### src/rtl/tl_rx_error_report_ctrl.sv
// Receive-side error reporting stage. Turns per-TLP checker verdicts into
// sticky status, a first-error header log, a queue of UR completion
// requests, and one coalesced error-message request.
module tl_rx_error_report_ctrl #(
  parameter int FIFO_DEPTH = 4,
  parameter int TAG_WIDTH  = 10
) (
  input  logic                 clk,
  input  logic                 arst_n,
  input  logic                 chk_valid,
  input  logic                 ur_error,
  input  logic                 mal_error,
  input  logic                 tlp_non_posted,
  input  logic [15:0]          tlp_req_id,
  input  logic [TAG_WIDTH-1:0] tlp_tag,
  input  logic [2:0]           tlp_tc,
  input  logic [2:0]           tlp_attr,
  input  logic [127:0]         tlp_hdr,
  input  logic                 ur_report_en,
  input  logic                 serr_en,
  input  logic [1:0]           sts_clear,
  input  logic                 log_clear,
  output logic                 cpl_valid,
  input  logic                 cpl_ready,
  output logic [15:0]          cpl_req_id,
  output logic [TAG_WIDTH-1:0] cpl_tag,
  output logic [2:0]           cpl_tc,
  output logic [2:0]           cpl_attr,
  output logic [2:0]           cpl_status,
  output logic                 msg_valid,
  input  logic                 msg_ready,
  output logic [7:0]           msg_code,
  output logic                 sts_ur,
  output logic                 sts_mal,
  output logic                 sts_cpl_ovf,
  output logic                 hdr_log_valid,
  output logic [127:0]         hdr_log
);

  localparam int          AW      = $clog2(FIFO_DEPTH);
  localparam logic [AW:0] DEPTH_C = (AW+1)'(FIFO_DEPTH);
  localparam logic [7:0]  ERR_NONFATAL = 8'h31;
  localparam logic [7:0]  ERR_FATAL    = 8'h33;

  typedef struct packed {
    logic [15:0]          req_id;
    logic [TAG_WIDTH-1:0] tag;
    logic [2:0]           tc;
    logic [2:0]           attr;
  } cpl_ent_t;

  typedef enum logic {IDLE, PEND} msg_state_t;

  // Verdict classification: malformed masks UR for the same TLP
  logic is_mal, is_ur, any_err;
  assign is_mal  = chk_valid & mal_error;
  assign is_ur   = chk_valid & ~mal_error & ur_error;
  assign any_err = is_mal | is_ur;

  logic rep_fatal, rep_nonfatal, rep_any;
  assign rep_fatal    = is_mal & serr_en;
  assign rep_nonfatal = is_ur & ur_report_en & serr_en;
  assign rep_any      = rep_fatal | rep_nonfatal;

  // ---------------- status and header log ----------------
  logic         sts_ur_q, sts_mal_q, sts_ovf_q, log_vld_q;
  logic         sts_ur_d, sts_mal_d, sts_ovf_d, log_vld_d;
  logic [127:0] log_q, log_d;
  logic         push_drop;

  // Set beats clear; an error arriving with log_clear re-captures
  always_comb begin
    sts_ur_d  = (sts_ur_q  & ~sts_clear[0]) | is_ur;
    sts_mal_d = (sts_mal_q & ~sts_clear[1]) | is_mal;
    sts_ovf_d = sts_ovf_q | push_drop;
    log_vld_d = log_vld_q;
    log_d     = log_q;
    if (any_err && (!log_vld_q || log_clear)) begin
      log_vld_d = 1'b1;
      log_d     = tlp_hdr;
    end else if (log_clear) begin
      log_vld_d = 1'b0;
    end
  end

  // Status and log registers
  always_ff @(posedge clk or negedge arst_n) begin
    if (!arst_n) begin
      sts_ur_q  <= 1'b0;
      sts_mal_q <= 1'b0;
      sts_ovf_q <= 1'b0;
      log_vld_q <= 1'b0;
      log_q     <= '0;
    end else begin
      sts_ur_q  <= sts_ur_d;
      sts_mal_q <= sts_mal_d;
      sts_ovf_q <= sts_ovf_d;
      log_vld_q <= log_vld_d;
      log_q     <= log_d;
    end
  end

  // ---------------- UR completion queue ----------------
  cpl_ent_t      mem_q [FIFO_DEPTH];
  logic [AW-1:0] wr_ptr_q, rd_ptr_q;
  logic [AW:0]   cnt_q;
  logic          push_req, pop, push_ok, fifo_full;
  cpl_ent_t      push_ent, head;

  assign push_req  = is_ur & tlp_non_posted;
  assign pop       = cpl_valid & cpl_ready;
  assign fifo_full = (cnt_q == DEPTH_C);
  // A pop in the same cycle frees the slot, so a push at full still lands
  assign push_ok   = push_req & (~fifo_full | pop);
  assign push_drop = push_req & ~push_ok;
  assign push_ent  = '{req_id: tlp_req_id, tag: tlp_tag, tc: tlp_tc, attr: tlp_attr};

  // Storage is not reset; only the pointers define what is valid
  always_ff @(posedge clk) begin
    if (push_ok) mem_q[wr_ptr_q] <= push_ent;
  end

  // Pointers and occupancy
  always_ff @(posedge clk or negedge arst_n) begin
    if (!arst_n) begin
      wr_ptr_q <= '0;
      rd_ptr_q <= '0;
      cnt_q    <= '0;
    end else begin
      if (push_ok) wr_ptr_q <= wr_ptr_q + 1'b1;
      if (pop)     rd_ptr_q <= rd_ptr_q + 1'b1;
      cnt_q <= cnt_q + (AW+1)'(push_ok) - (AW+1)'(pop);
    end
  end

  // Head entry shown directly; zeroed while empty so idle outputs stay 0
  assign cpl_valid  = (cnt_q != '0);
  assign head       = cpl_valid ? mem_q[rd_ptr_q] : '0;
  assign cpl_req_id = head.req_id;
  assign cpl_tag    = head.tag;
  assign cpl_tc     = head.tc;
  assign cpl_attr   = head.attr;
  assign cpl_status = 3'b001;

  // ---------------- coalescing message FSM ----------------
  msg_state_t state_q;
  logic [7:0] code_q;

  // One outstanding message; fatal upgrades a pending non-fatal in place
  always_ff @(posedge clk or negedge arst_n) begin
    if (!arst_n) begin
      state_q <= IDLE;
      code_q  <= 8'h00;
    end else begin
      case (state_q)
        IDLE: if (rep_any) begin
          state_q <= PEND;
          code_q  <= rep_fatal ? ERR_FATAL : ERR_NONFATAL;
        end
        PEND: begin
          if (msg_ready) begin
            if (rep_any) code_q <= rep_fatal ? ERR_FATAL : ERR_NONFATAL;
            else         state_q <= IDLE;
          end else if (rep_fatal) begin
            code_q <= ERR_FATAL;
          end
        end
        default: state_q <= IDLE;
      endcase
    end
  end

  assign msg_valid     = (state_q == PEND);
  assign msg_code      = code_q;
  assign sts_ur        = sts_ur_q;
  assign sts_mal       = sts_mal_q;
  assign sts_cpl_ovf   = sts_ovf_q;
  assign hdr_log_valid = log_vld_q;
  assign hdr_log       = log_q;

endmodule

### config.mk
export PLATFORM = sky130hd
export DESIGN_NAME = tl_rx_error_report_ctrl
export DESIGN_NICKNAME = d
export VERILOG_FILES = /design/src/rtl/tl_rx_error_report_ctrl.sv
export SDC_FILE = /design/constraint.sdc
export NUM_CORES = 1
export LEC_CHECK = 0
export ABC_AREA = 1
export CAP_MARGIN = 40
export CORE_MARGIN = 4
export CORE_UTILIZATION = 43
export DETAILED_ROUTE_END_ITERATION = 6
export GPL_TIMING_DRIVEN = 0
export PLACE_DENSITY = 0.74
export SLEW_MARGIN = 0
export SYNTH_ARGS = -nofsm -noshare
export SYNTH_HDL_FRONTEND = slang
export SYNTH_SLANG_ARGS = --single-unit
### constraint.sdc
create_clock -name clk -period 3.1 [get_ports clk]
set_input_delay 0.62 -clock clk [delete_from_list [all_inputs] [get_ports clk]]
set_output_delay 0.62 -clock clk [all_outputs]
set_load 0.02 [all_outputs]
# Word-level counts from Yosys, hierarchy flattened
# Memories as Yosys holds them, arrays and structs flattened.
# Cells that the tools add are included.
# word_totals
output_inout_bits,177
in_bits,173
elab_cells,59
memories,1
ff_bits,148
ramBits,128
# classes
add_sub_neg,4
n_reduce_logical,5
n_eq_ne,2
n_bitwise,24
muxes,13
# memory_table
name,depth,word_bits,rd,rd_clocked_by_memory_dff,write_ports,line,text
mem_q,4,32,1,0,1,104,cpl_ent_t mem_q [FIFO_DEPTH];
# op_table
operator,n
two-way mux 32 bit,1
two-way mux 8 bit,3
one-hot mux 8 bit (2 select lines),1
AND 1 bit,12
two-way mux 1 bit,6
inverter 1 bit,6
OR 1 bit,6
adder 2 x 1 -> 2 bit (second input constant),2
adder 3 x 1 -> 3 bit,1
equality test 3 bit (second input constant),1
!= test 3 bit (second input constant),1
nonzero test 3 bit,1
subtractor 3 x 1 -> 3 bit,1
two-way mux 2 bit,1
one-hot mux 1 bit (2 select lines),1
nonzero test 2 bit,1
logical AND 1 bit,1
logical NOT 1 bit,1
logical OR 1 bit,1

# Logic depth before layout (Yosys ltp)
# depth
depth_word,9
mapped_depth,10
ltp_nobuf,10

# Worst setup path before layout
# Ideal clock, no wire load.
# synth_path
path_kind,input port to flip-flop
from,input mal_error
to,"memory mem_q[0][0] (netlist name), enable pin"
path_slack_ps,210
cell_stages,5
arrival_time_ps,2469
required_time_ps,2679
path_buffers,0
setup_time_ps,421
cell_sequence,inv_1 > nand3_1 > nor2_1 > nand2_1 > nor2_1
# synth_between
elab_chain_len,7
# synth_lines
item,line,text
start: declaration,12,"input logic mal_error,"
inverter 1 bit,57,assign is_ur = chk_valid & ~mal_error & ur_error;
AND 1 bit (2 in a row),57,
AND 1 bit,110,assign push_req = is_ur & tlp_non_posted;
AND 1 bit,114,assign push_ok = push_req & (~fifo_full | pop);
two-way mux 1 bit,120,if (push_ok) mem_q[wr_ptr_q] <= push_ent;
two-way mux 1 bit (implied by the code),120,
end: declaration,104,
# Every way passes these cells.

# Worst setup path in the final report
# layout_path
from,register rd_ptr_q[1]
to,output cpl_req_id[13]
# layout_between
elab_chain_len,2
# layout_lines
item,line,text
start: declaration,105,"logic [AW-1:0] wr_ptr_q, rd_ptr_q;"
start signal: assignment,131,if (pop) rd_ptr_q <= rd_ptr_q + 1'b1;
memory (4 x 32 bit),--,
two-way mux 32 bit,138,assign head = cpl_valid ? mem_q[rd_ptr_q] : '0;
end: declaration,25,"output logic [15:0] cpl_req_id,"
# Every way passes these cells.

==> results_dict.tcl <==
set metrics [dict create \
    layout_worst_path_cycle_share_pct 95.5 \
    fin_area_mm2 0.0165 \
    r2r_end "cnt_q[2]" \
    cts.sinks 276 \
    rsz0062_at_grt "no" \
    final_nets 1696 \
    routedWlPerCell_um 18.2 \
    rows 59 \
    multiInputGateArea_mm2 0.00301 \
    gr-total-overflow 0 \
    vias 9219 \
    path_max_fanout 10 \
    ios 350 \
    ys_ff_latch 276 \
    cts_tree "done" \
    fin_skew_ns 0.00884 \
    grt_util_all_layers_pct 22.8 \
    avgViaCountPerCell 4.89 \
    seq_area_mm2 0.00755 \
    max_slew_margin_pct 52.8 \
    htreeDepth 1 \
    synth_seq_area_share_pct 66.8 \
    slew_violations 0 \
    required_ns 2.48 \
    grt_pass1_vias 9311 \
    drc 0 \
    final_cell_mix "nand2_1, clkdlybuf4s50_1, nand3_1" \
    finalHoldViolations 0 \
    fin_cells 1885 \
    max_freq_mhz 338 \
    gp_congestion 0.840 \
    antenna_left 0 \
    root_buffer "clkbuf_16" \
    drt_first_pass_iters 5 \
    power.density_mw_per_mm2 778 \
    final_common_cell "nand2_1" \
    setup_slack_ns 0.139 \
    io_buffers 346 \
    worst_pin_slew_ns 0.708 \
    arrival_ns 2.34 \
    synth_area_mm2 0.0113 \
    syn_inst 1132 \
    worstSetupPathType "reg -> out" \
    final_util_pct 63.7 \
    coreArea_mm2 0.0260 \
    min_period_ns 2.96 \
    clk_latency_ns 0.56 \
    grt_pass1_wl_um 51200 \
    peakVddDrop_mv 0.728 \
    drive_above_1_share_pct 8.25 \
    drt_wl_total_um 34400 \
    post-dp-hpwl_um 24700 \
    p_leak_nw 7.77 \
    dr.first_iter.drc_count 680 \
    r2r_setup_slack_ns 0.75 \
    clkTransAtPathRegs_ns 0.06 \
    cts_buffer_depth 3 \
    initial_core_util_pct 43.5 \
    r2r-start "cnt_q[1]" \
    antenna_found_initial 13 \
    p_total_mw 12.9 \
    cts_made_buffers 30 \
    setup_viol 0 \
    pre_cts_ws_ns -0.0459 \
    numPlacedInstances 1819 \
    end_kind "primary output" \
    maxCapViolCount 0 \
    status "complete, no violations" \
    synth_warnings 0 \
    syn_to_final_growth_pct 46.3 \
    die_area_mm2 0.0289 \
    worst_setup_path_start_kind "flip-flop" \
    holdCritPathClass "in -> async" \
    netlist-cell-type-count 21 \
    nFillCells 2090 \
    dpl_cell_area_mm2 0.0153 \
    avgSynthCellArea_um2 9.99 \
    ff2ff_path_depth 9 \
    die_x_um 170 \
    post-cts-setup-buffer-count 0 \
    grt_max_degree 77 \
    die_h_um 170 \
]
worst max path at each step:
| stage | endpoint | start |
|---|---|---|
| detailed placement | cnt_q[2] | chk_valid |
| CTS | cpl_tc[0] | rd_ptr_q[1] |
| floorplan | mem_q[0][0] | mal_error |
| global placement | hdr_log[1] | arst_n |
| finish | cpl_req_id[13] | rd_ptr_q[1] |
| global route | cpl_tag[8] | rd_ptr_q[1] |
critical path, stage by stage, from the launching register on:
cell	delay, ns
dfrtp_1	0.35
buf_2	0.17
inv_1	0.16
buf_4	0.22
nand3_1	0.09
a21oi_1	0.16
clkdlybuf4s50_1	0.63
what timing repair did:
item                                    CTS  global route
pin swaps                                 0             0
resized for setup                         3            36
hold buffers                              0             0
endpoints found under the setup margin    7            29
cell families (layout without fill, tap and decap cells):
group,after synthesis,count (layout),synth area share [%]
XOR/XNOR,4,4,0.310
adder cells (fa/ha/maj),7,7,0.841
AO/OA/AOI/OAI,37,37,1.68
other,2,14,0.0664
buffers and inverters,159,565,6.87
flip-flops,276,276,66.8
AND/OR/NAND/NOR,647,647,23.5
power breakdown:
part	switching [mW]	internal (mW)
logic	2.63	1.90
registers	0.221	4.24
clock network	1.47	2.42
cells in the mapped netlist:
master    instances  area share, %
a21oi_1          32            1.4
buf_2            42            1.9
buf_4            10           0.66
buf_6            12            1.2
clkbuf_1          5           0.17
conb_1            2          0.066
dfrtp_1         148             33
edfxtp_1        128             34
fa_1              1           0.18
ha_1              6           0.66
inv_1            90            3.0
nand2_1         466             15
nand2_2           1          0.055
nand3_1         165            7.3
nand3b_1          4           0.27
nor2_1           11           0.37
o211ai_1          1          0.066
o21ai_0           3           0.13
o21bai_1          1          0.066
xnor2_1           3           0.23
xor2_1            1          0.077
routing by layer:
layer,part of all wire (%),vias to the layer above,global-route usage [%]
li1,-,4394,-
met1,35,4399,25.2
met2,51,354,40.0
met3,10,68,8.97
met4,3.2,4,7.92
met5,0.076,-,0
final cells by class:
cell class	count	share of cell area, %
sequential	276	45.6
antenna	11	0.166
multi-input combinational	698	18.2
inverter	90	2.04
clock buffer	36	4.86
tap	335	2.53
timing repair buffer	351	22.1
clock inverter	19	1.72
buffer	69	2.77
through the flow:
| stage | setup TNS (ns) | hold WS, ns |
|---|---|---|
| floorplan | 0 | 0.324 |
| global placement | -899.64 | 0.453 |
| detailed placement | -0.0878 | 0.457 |
| CTS | 0 | 0.110 |
| global route | 0 | 0.126 |
| finish | 0 | 0.0946 |
sequential cells by signal (all words and copies together), names as in the netlist:
signal         flops
sts_cpl_ovf        1
cnt_q              3
msg_valid          1
msg_code           8
rd_ptr_q           2
wr_ptr_q           2
sts_ur             1
hdr_log          128
mem_q            128
sts_mal            1
hdr_log_valid      1
Note: power is estimated with default switching activity, not from simulation.
